==> config.mk <==
export PLATFORM = sky130hd
export DESIGN_NAME = router_inport
export DESIGN_NICKNAME = d
export VERILOG_FILES = /design/src/rtl/router_inport.sv
export SDC_FILE = /design/constraint.sdc
export NUM_CORES = 1
export LEC_CHECK = 0
export BUFFER_PORTS_ARGS = -buffer_cell sky130_fd_sc_hd__buf_4
export CAP_MARGIN = 40
export CORE_ASPECT_RATIO = 0.5
export CORE_UTILIZATION = 53
export CTS_BUF_LIST = sky130_fd_sc_hd__clkbuf_8
export DETAILED_ROUTE_END_ITERATION = 16
export PLACE_DENSITY = 0.71
export SYNTH_ARGS = -nofsm -noshare
export SYNTH_HDL_FRONTEND = slang
export SYNTH_SLANG_ARGS = --single-unit
==> constraint.sdc <==
create_clock -name clk -period 5 [get_ports clk]
set_input_delay 0.25 -clock clk [delete_from_list [all_inputs] [get_ports clk]]
set_output_delay 0.25 -clock clk [all_outputs]
set_load 0.01 [all_outputs]
==> src/rtl/router_inport.sv <==
// Router inbound port: reassembles the node's LSB-first byte stream into packets
// and queues whole packets for the router core behind an available/clear handshake.
module router_inport #(
  parameter int unsigned DEPTH  = 2,
  parameter int unsigned NBYTES = 4
) (
  input  logic                               clk,
  input  logic                               rst_b,
  input  logic                               put_inbound,
  input  logic [7:0]                         payload_inbound,
  output logic                               free_inbound,
  output logic                               data_available,
  output logic [8*NBYTES-1:0]                data_from_node,
  input  logic                               clear_data_available,
  output logic                               protocol_err,
  output logic [$clog2(DEPTH+1)-1:0]         pkt_count
);

  localparam int unsigned PW   = 8 * NBYTES;
  localparam int unsigned CW   = $clog2(DEPTH + 1);
  localparam int unsigned BW   = (NBYTES > 1) ? $clog2(NBYTES) : 1;
  localparam int unsigned PTRW = (DEPTH > 1) ? $clog2(DEPTH) : 1;

  typedef enum logic [0:0] {ST_IDLE, ST_RECV} state_e;

  state_e            state_q, state_d;
  logic [BW-1:0]     bcnt_q, bcnt_d;
  logic [PW-1:0]     asm_q, asm_d;
  logic [PW-1:0]     mem_q [DEPTH];
  logic [PTRW-1:0]   head_q, head_d;
  logic [PTRW-1:0]   tail_q, tail_d;
  logic [CW-1:0]     count_q, count_d;
  logic              free_q, free_d;
  logic              err_q, err_d;
  logic              push_c;
  logic              pop_c;

  // Byte assembly FSM; a packet commits on the edge carrying its last byte.
  always_comb begin
    state_d = state_q;
    bcnt_d  = bcnt_q;
    asm_d   = asm_q;
    push_c  = 1'b0;
    err_d   = 1'b0;
    unique case (state_q)
      ST_IDLE: begin
        if (put_inbound) begin
          if (free_q) begin
            asm_d   = PW'(payload_inbound);
            bcnt_d  = BW'(1);
            state_d = ST_RECV;
          end else begin
            err_d = 1'b1;
          end
        end
      end
      ST_RECV: begin
        if (put_inbound) begin
          for (int unsigned k = 0; k < NBYTES; k++) begin
            if (bcnt_q == BW'(k)) asm_d[8*k +: 8] = payload_inbound;
          end
          if (bcnt_q == BW'(NBYTES - 1)) begin
            push_c  = 1'b1;
            bcnt_d  = '0;
            state_d = ST_IDLE;
          end else begin
            bcnt_d = bcnt_q + BW'(1);
          end
        end else begin
          // Truncated packet: drop the partial assembly.
          err_d   = 1'b1;
          bcnt_d  = '0;
          asm_d   = '0;
          state_d = ST_IDLE;
        end
      end
      default: state_d = ST_IDLE;
    endcase
  end

  // Queue pointers and occupancy; free_inbound reserves a slot for any packet in flight.
  always_comb begin
    pop_c   = clear_data_available && (count_q != '0);
    head_d  = head_q;
    tail_d  = tail_q;
    count_d = count_q + CW'(push_c) - CW'(pop_c);
    if (push_c) tail_d = (tail_q == PTRW'(DEPTH - 1)) ? '0 : tail_q + PTRW'(1);
    if (pop_c)  head_d = (head_q == PTRW'(DEPTH - 1)) ? '0 : head_q + PTRW'(1);
    free_d = (state_d == ST_IDLE) && (count_d < CW'(DEPTH));
  end

  always_ff @(posedge clk) begin
    if (rst_b) begin
      state_q <= ST_IDLE;
      bcnt_q  <= '0;
      asm_q   <= '0;
      head_q  <= '0;
      tail_q  <= '0;
      count_q <= '0;
      free_q  <= 1'b0;
      err_q   <= 1'b0;
    end else begin
      state_q <= state_d;
      bcnt_q  <= bcnt_d;
      asm_q   <= asm_d;
      head_q  <= head_d;
      tail_q  <= tail_d;
      count_q <= count_d;
      free_q  <= free_d;
      err_q   <= err_d;
    end
  end

  // Packet storage needs no reset; reads are gated by count.
  always_ff @(posedge clk) begin
    if (!rst_b && push_c) begin
      mem_q[tail_q] <= asm_d;
    end
  end

  always_ff @(posedge clk) begin
    if (!rst_b && push_c) begin
      assert (count_q < CW'(DEPTH));
    end
  end

  assign free_inbound   = free_q;
  assign protocol_err   = err_q;
  assign pkt_count      = count_q;
  assign data_available = (count_q != '0);
  assign data_from_node = (count_q != '0) ? mem_q[head_q] : '0;

endmodule

Word-level counts from Yosys, hierarchy flattened
Memories as Yosys holds them, arrays and structs flattened. A register that Yosys moved wholly into a read port is not among the register bits.
Index checks and enable logic that the tools add are counted.
Widths: inputs -> output; s select.
- input bits: 12
- register bits after elaboration: 41
- word-level logic and storage cells: 61
- output and inout bits: 37
- memories kept: 1
- memory bits (writable): 64
- memories (memory ; depth ; bits a word ; rd ports ; clocked after Yosys merged registers in ; write ports ; line ; RTL):
    mem_q ; 2 ; 32 ; 1 ; 1 ; 1 ; 29 ; logic [PW-1:0] mem_q [DEPTH];
- $add $sub $neg: 5
- eq/ne operators: 5
- $lt $le $gt $ge: 1
- mux-type cells: 32
- reductions and logical operators: 7
- bitwise logic cells: 2
- operators with widths (cell ; number):
    $mux 32 ; 4
    $pmux 32 s2 ; 1
    $mux 8 ; 4
    $mux 1 ; 16
    $mux 2 ; 4
    $eq 2x2->1 const B ; 2
    $ne 2x2->1 const B ; 2
    $pmux 1 s2 ; 2
    $pmux 2 s2 ; 1
    $logic_and 1x1->1 ; 3
    $add 1x1->1 const B ; 2
    $add 2x1->2 ; 1
    $add 2x1->2 const B ; 1
    $eq 2x1->1 const B ; 1
    $logic_not 2->1 ; 1
    $lt 2x2->1 const B ; 1
    $not 1->1 ; 2
    $reduce_and 2->1 ; 1
    $reduce_bool 2->1 ; 1
    $sub 2x1->2 ; 1
    $logic_not 1->1 ; 1

Logic depth before layout (Yosys ltp)
- word-level depth: 8
- depth in mapped cells: 10
- mapped depth without buffers: 9

Worst setup path after synthesis
OpenSTA, ideal clock, no wires.
- kind: register to register
- from: register state_q
- to: memory mem_q[0][0] (netlist bit) (enable)
- data arrival time: 3068 ps
- buffers on the path: 2
- required time: 4539 ps
- period minus slack after synthesis: 3528 ps
- slack: 1472 ps
- cell stages (with the launch flop): 6
- setup time: 461 ps
- cells stage by stage: dfxtp_1 buf_6 and3_1 buf_6 inv_2 nor3_1
- word-level cells in the longest chain between the ends: 4
- ends and longest elaborated chain (what ; line ; RTL):
    start: declaration ; 26 ; state_e state_q, state_d;
    start signal: assignment ; 103 ; state_q <= state_d;
    $mux 1 ; 45 ; unique case (state_q)
    $logic_and 1x1->1 ; n/a ;
    $mux 1 ; 116 ; if (!rst_b && push_c) begin
    $mux 1 (implied by the code) ; 117 ; mem_q[tail_q] <= asm_d;
    end: declaration ; 29 ;
No other way between the ends.

Final worst setup path
- from: register state_q
- to: register free_q (netlist: free_inbound)
- word-level cells in the longest chain between the ends: 5
- elaborated cells on any way between the ends: 8
- those cells by class: add/sub: 2; order compare: 1; mux: 2; bitwise: 2; reduce/logical: 1
- ends and longest elaborated chain (what ; line ; RTL):
    $mux 1 ; 45 ;
    $add 2x1->2 ; 86 ; count_d = count_q + CW'(push_c) - CW'(pop_c);
    $sub 2x1->2 ; 86 ;
    $lt 2x2->1 ; 89 ; free_d = (state_d == ST_IDLE) && (count_d < CW'(DEPTH));
    $logic_and 1x1->1 * ; 89 ;
    end signal: assignment ; 109 ; free_q <= free_d;
    end: declaration ; 33 ; logic free_q, free_d;
Mark *: on every way between the ends. The rest lies on a longest branch, timed or not.
A chain may end at the register's enable or synchronous reset.

==> results.sh <==
export IMPL_outcome="completed"
export IMPL_globalRoute_totalOverflow=0
export IMPL_synthArstFlopShare_pct=0
export IMPL_grt_pass1_wl_mm=14.5
export IMPL_final_cell_mix="64 x nand2_1, 64 x edfxtp_1, 52 x buf_4, 41 x dfxtp_1, 40 x nor2_1"
export IMPL_clk_latency_ps=380
export IMPL_yosys_area_top_type_share_pct=42.0
export IMPL_met3_wirelength_um=636
export IMPL_cts_tree="yes"
export IMPL_yosysWarnings=0
export IMPL_yosysSeqAreaShare_pct=60.4
export IMPL_synth_area_mm2=0.00457
export IMPL_rsz0062_at_grt="false"
export IMPL_multi_input_area_mm2=0.00164
export IMPL_cellPowerDensity_mw_per_mm2=299
export IMPL_wl_per_cell_um=17.2
export IMPL_diodes=0
export IMPL_vias=2905
export IMPL_ys_seq_elements=106
export IMPL_drt_iter0_drc=163
export IMPL_vias_per_cell=5.38
export IMPL_maxCapViolCount=0
export IMPL_firstDrtPassIters=4
export IMPL_ff2ff_setup_slack_ps=2670
export IMPL_drive_above_1_share_pct=30.8
export IMPL_p_leak_uw=0.00199
export IMPL_drt_wl_total_mm=9.28
export IMPL_wl_met2_mm=4.46
export IMPL_ys_dominant_reg_cell="edfxtp_1"
export IMPL_dieWidth_um=133
export IMPL_critPathMaxStageDelay_ps=570
export IMPL_final_hold_viol_count=0
export IMPL_synthTopCellsByArea="edfxtp_1 42%, dfxtp_1 18%, mux2i_1 7.2%"
export IMPL_syn_to_final_growth_pct=13.3
export IMPL_cp_arrival_ps=2620
export IMPL_initial_core_util_pct=56.0
export IMPL_final_nets=441
export IMPL_hold_buffers=0
export IMPL_rows=23
export IMPL_regArea_mm2=0.00276
export IMPL_cts_sinks=106
export IMPL_drt_met1_wl_mm=4.04
export IMPL_yosysTopAreaCell="edfxtp_1"
export IMPL_antenna_found_initial=0
export IMPL_finalSetupTns_ps=0
export IMPL_setup_viol=0
export IMPL_core_area_mm2=0.00817
export IMPL_gp_congestion=0.754
export IMPL_drv_slew=0
export IMPL_grt_pass1_vias=2853
export IMPL_dieArea_mm2=0.00903
export IMPL_grt_max_degree=45
export IMPL_syn_nets=404
export IMPL_avgSynthCellArea_um2=11.8
export IMPL_period_share_pct=46.6
export IMPL_fillers=659
export IMPL_cts_made_buffers=9
export IMPL_period_minus_slack_ps=2330
export IMPL_fin_util_pct=63.4
export IMPL_clk_pin_slew_ps=100
export IMPL_synth_edf_count=64
export IMPL_tightest_slew_ps=655
export IMPL_power_uw=1550
export IMPL_path_cells="and3_1 -> inv_2 -> ha_1 -> inv_1 -> ha_1 -> xor2_1 -> xnor2_1 -> nor3b_1"
export IMPL_crit_top_cell="ha_1"
export IMPL_worstHoldPathType="input pin to register"
export IMPL_htree_levels=3
export IMPL_cp_required_ps=5290
export IMPL_top_layer_used="met4"
export IMPL_relSlewSlack_pct=56.3
export IMPL_clockBufferDepth=2
export IMPL_irDropWorstVdd_uv=161
export IMPL_pin_count=49
export IMPL_cp_max_fo=14
export IMPL_endpoint_kind="register"
export IMPL_place_hpwl_mm=6.23
export IMPL_max_freq_mhz=430
export IMPL_port_buffers=48
export IMPL_slowest_stage="dfxtp_1"
export IMPL_die_h_um=67.7
export IMPL_startpoint_type="register"
export IMPL_cts_root_buffer="clkbuf_8"
export IMPL_ant_nets=0
export IMPL_post_cts_buffers=0
export IMPL_ys_types=33
export IMPL_syn_inst=386
export IMPL_drt_drc_violations_left=0
export IMPL_cts_repair_resized=0
export IMPL_worst_clock_skew_ps=9.69
export IMPL_grt_usage_pct=22.3
export IMPL_worstSetupPathType="register to register"
==> per-layer routing <==
layer	vias to the layer above	GRT usage, %
met5	-	0
met4	0	9.80
met3	13	5.48
met2	76	37.4
met1	1389	28.2
li1	1427	-
==> metrics by stage <==
step | hold WS, ps | worst slack (ps) | std cells | instance area [um^2]
finish | 195 | 2670 | 540 | 5180
global route | 181 | 2480 | 540 | 5180
floorplan | 415 | 1470 | 386 | 4570
global placement | 452 | 2850 | 523 | 4950
CTS | 179 | 2670 | 540 | 5180
detailed placement | 457 | 2690 | 524 | 4980
==> sequential cells by signal, indices dropped and copies added, names as in the netlist, named ones only <==
register      cells
mem_q            64
asm_q            32
bcnt_q            2
pkt_count         2
free_inbound      1
head_q            1
protocol_err      1
state_q           1
tail_q            1
==> worst paths after layout <==
check / depth (start not counted) / to / start
max: 8 / free_inbound / state_q
min: 3 / asm_q[29] / payload_inbound[5]
min reg2reg: 2 / asm_q[16] / asm_q[16]
max reg2reg: 8 / free_inbound / state_q
==> cell families (layout without fill, tap and decap cells) <==
group	after synthesis	in the layout	share of synthesized area, %
AO/OA/AOI/OAI	61	61	11.1
XOR/XNOR	4	4	0.766
adder cells (fa/ha/maj)	6	6	1.64
buffers and inverters	33	75	4.13
flip-flops	106	106	60.4
multiplexers	42	42	9.44
AND/OR/NAND/NOR	134	134	12.5
==> cells in the mapped netlist, types with 2 or more instances <==
master    number
xnor2_1        2
nor2_1        41
xor2_1         2
a21oi_2       24
buf_4          4
nor2b_1        2
nand3_1       16
mux2_2         9
inv_1          5
edfxtp_1      64
dfxtp_1       42
and3_1         3
o21ai_2       24
mux2i_1       33
and3b_1        3
o21ai_0        2
ha_1           6
buf_6          5
a31oi_1        8
clkbuf_2       3
nand2_1       64
clkbuf_1       7
buf_2          7
==> worst max-delay path: cells and delay by family (launching register included) <==
| kind | cells | cell delay (ps) |
|---|---|---|
| xor+xnor | 2 | 350 |
| buf+inv | 2 | 150 |
| fa+ha+maj | 2 | 470 |
| simple gates | 2 | 700 |
| flops | 1 | 570 |
==> power breakdown <==
group          total, uW  internal (uW)  switching [uW]
sequential           932            925            6.93
combinational       82.3           28.4            54.0
clock                533            235             298
==> cell type report <==
cell class / instances / area share (%)
clock buffer: 9 / 2.39
clock inverter: 7 / 1.47
inverter: 6 / 0.435
multi-input combinational: 247 / 31.6
sequential: 106 / 53.4
tap: 112 / 2.71
timing repair buffer: 53 / 8.07
No activity file was read; power rests on OpenSTA's default activity.
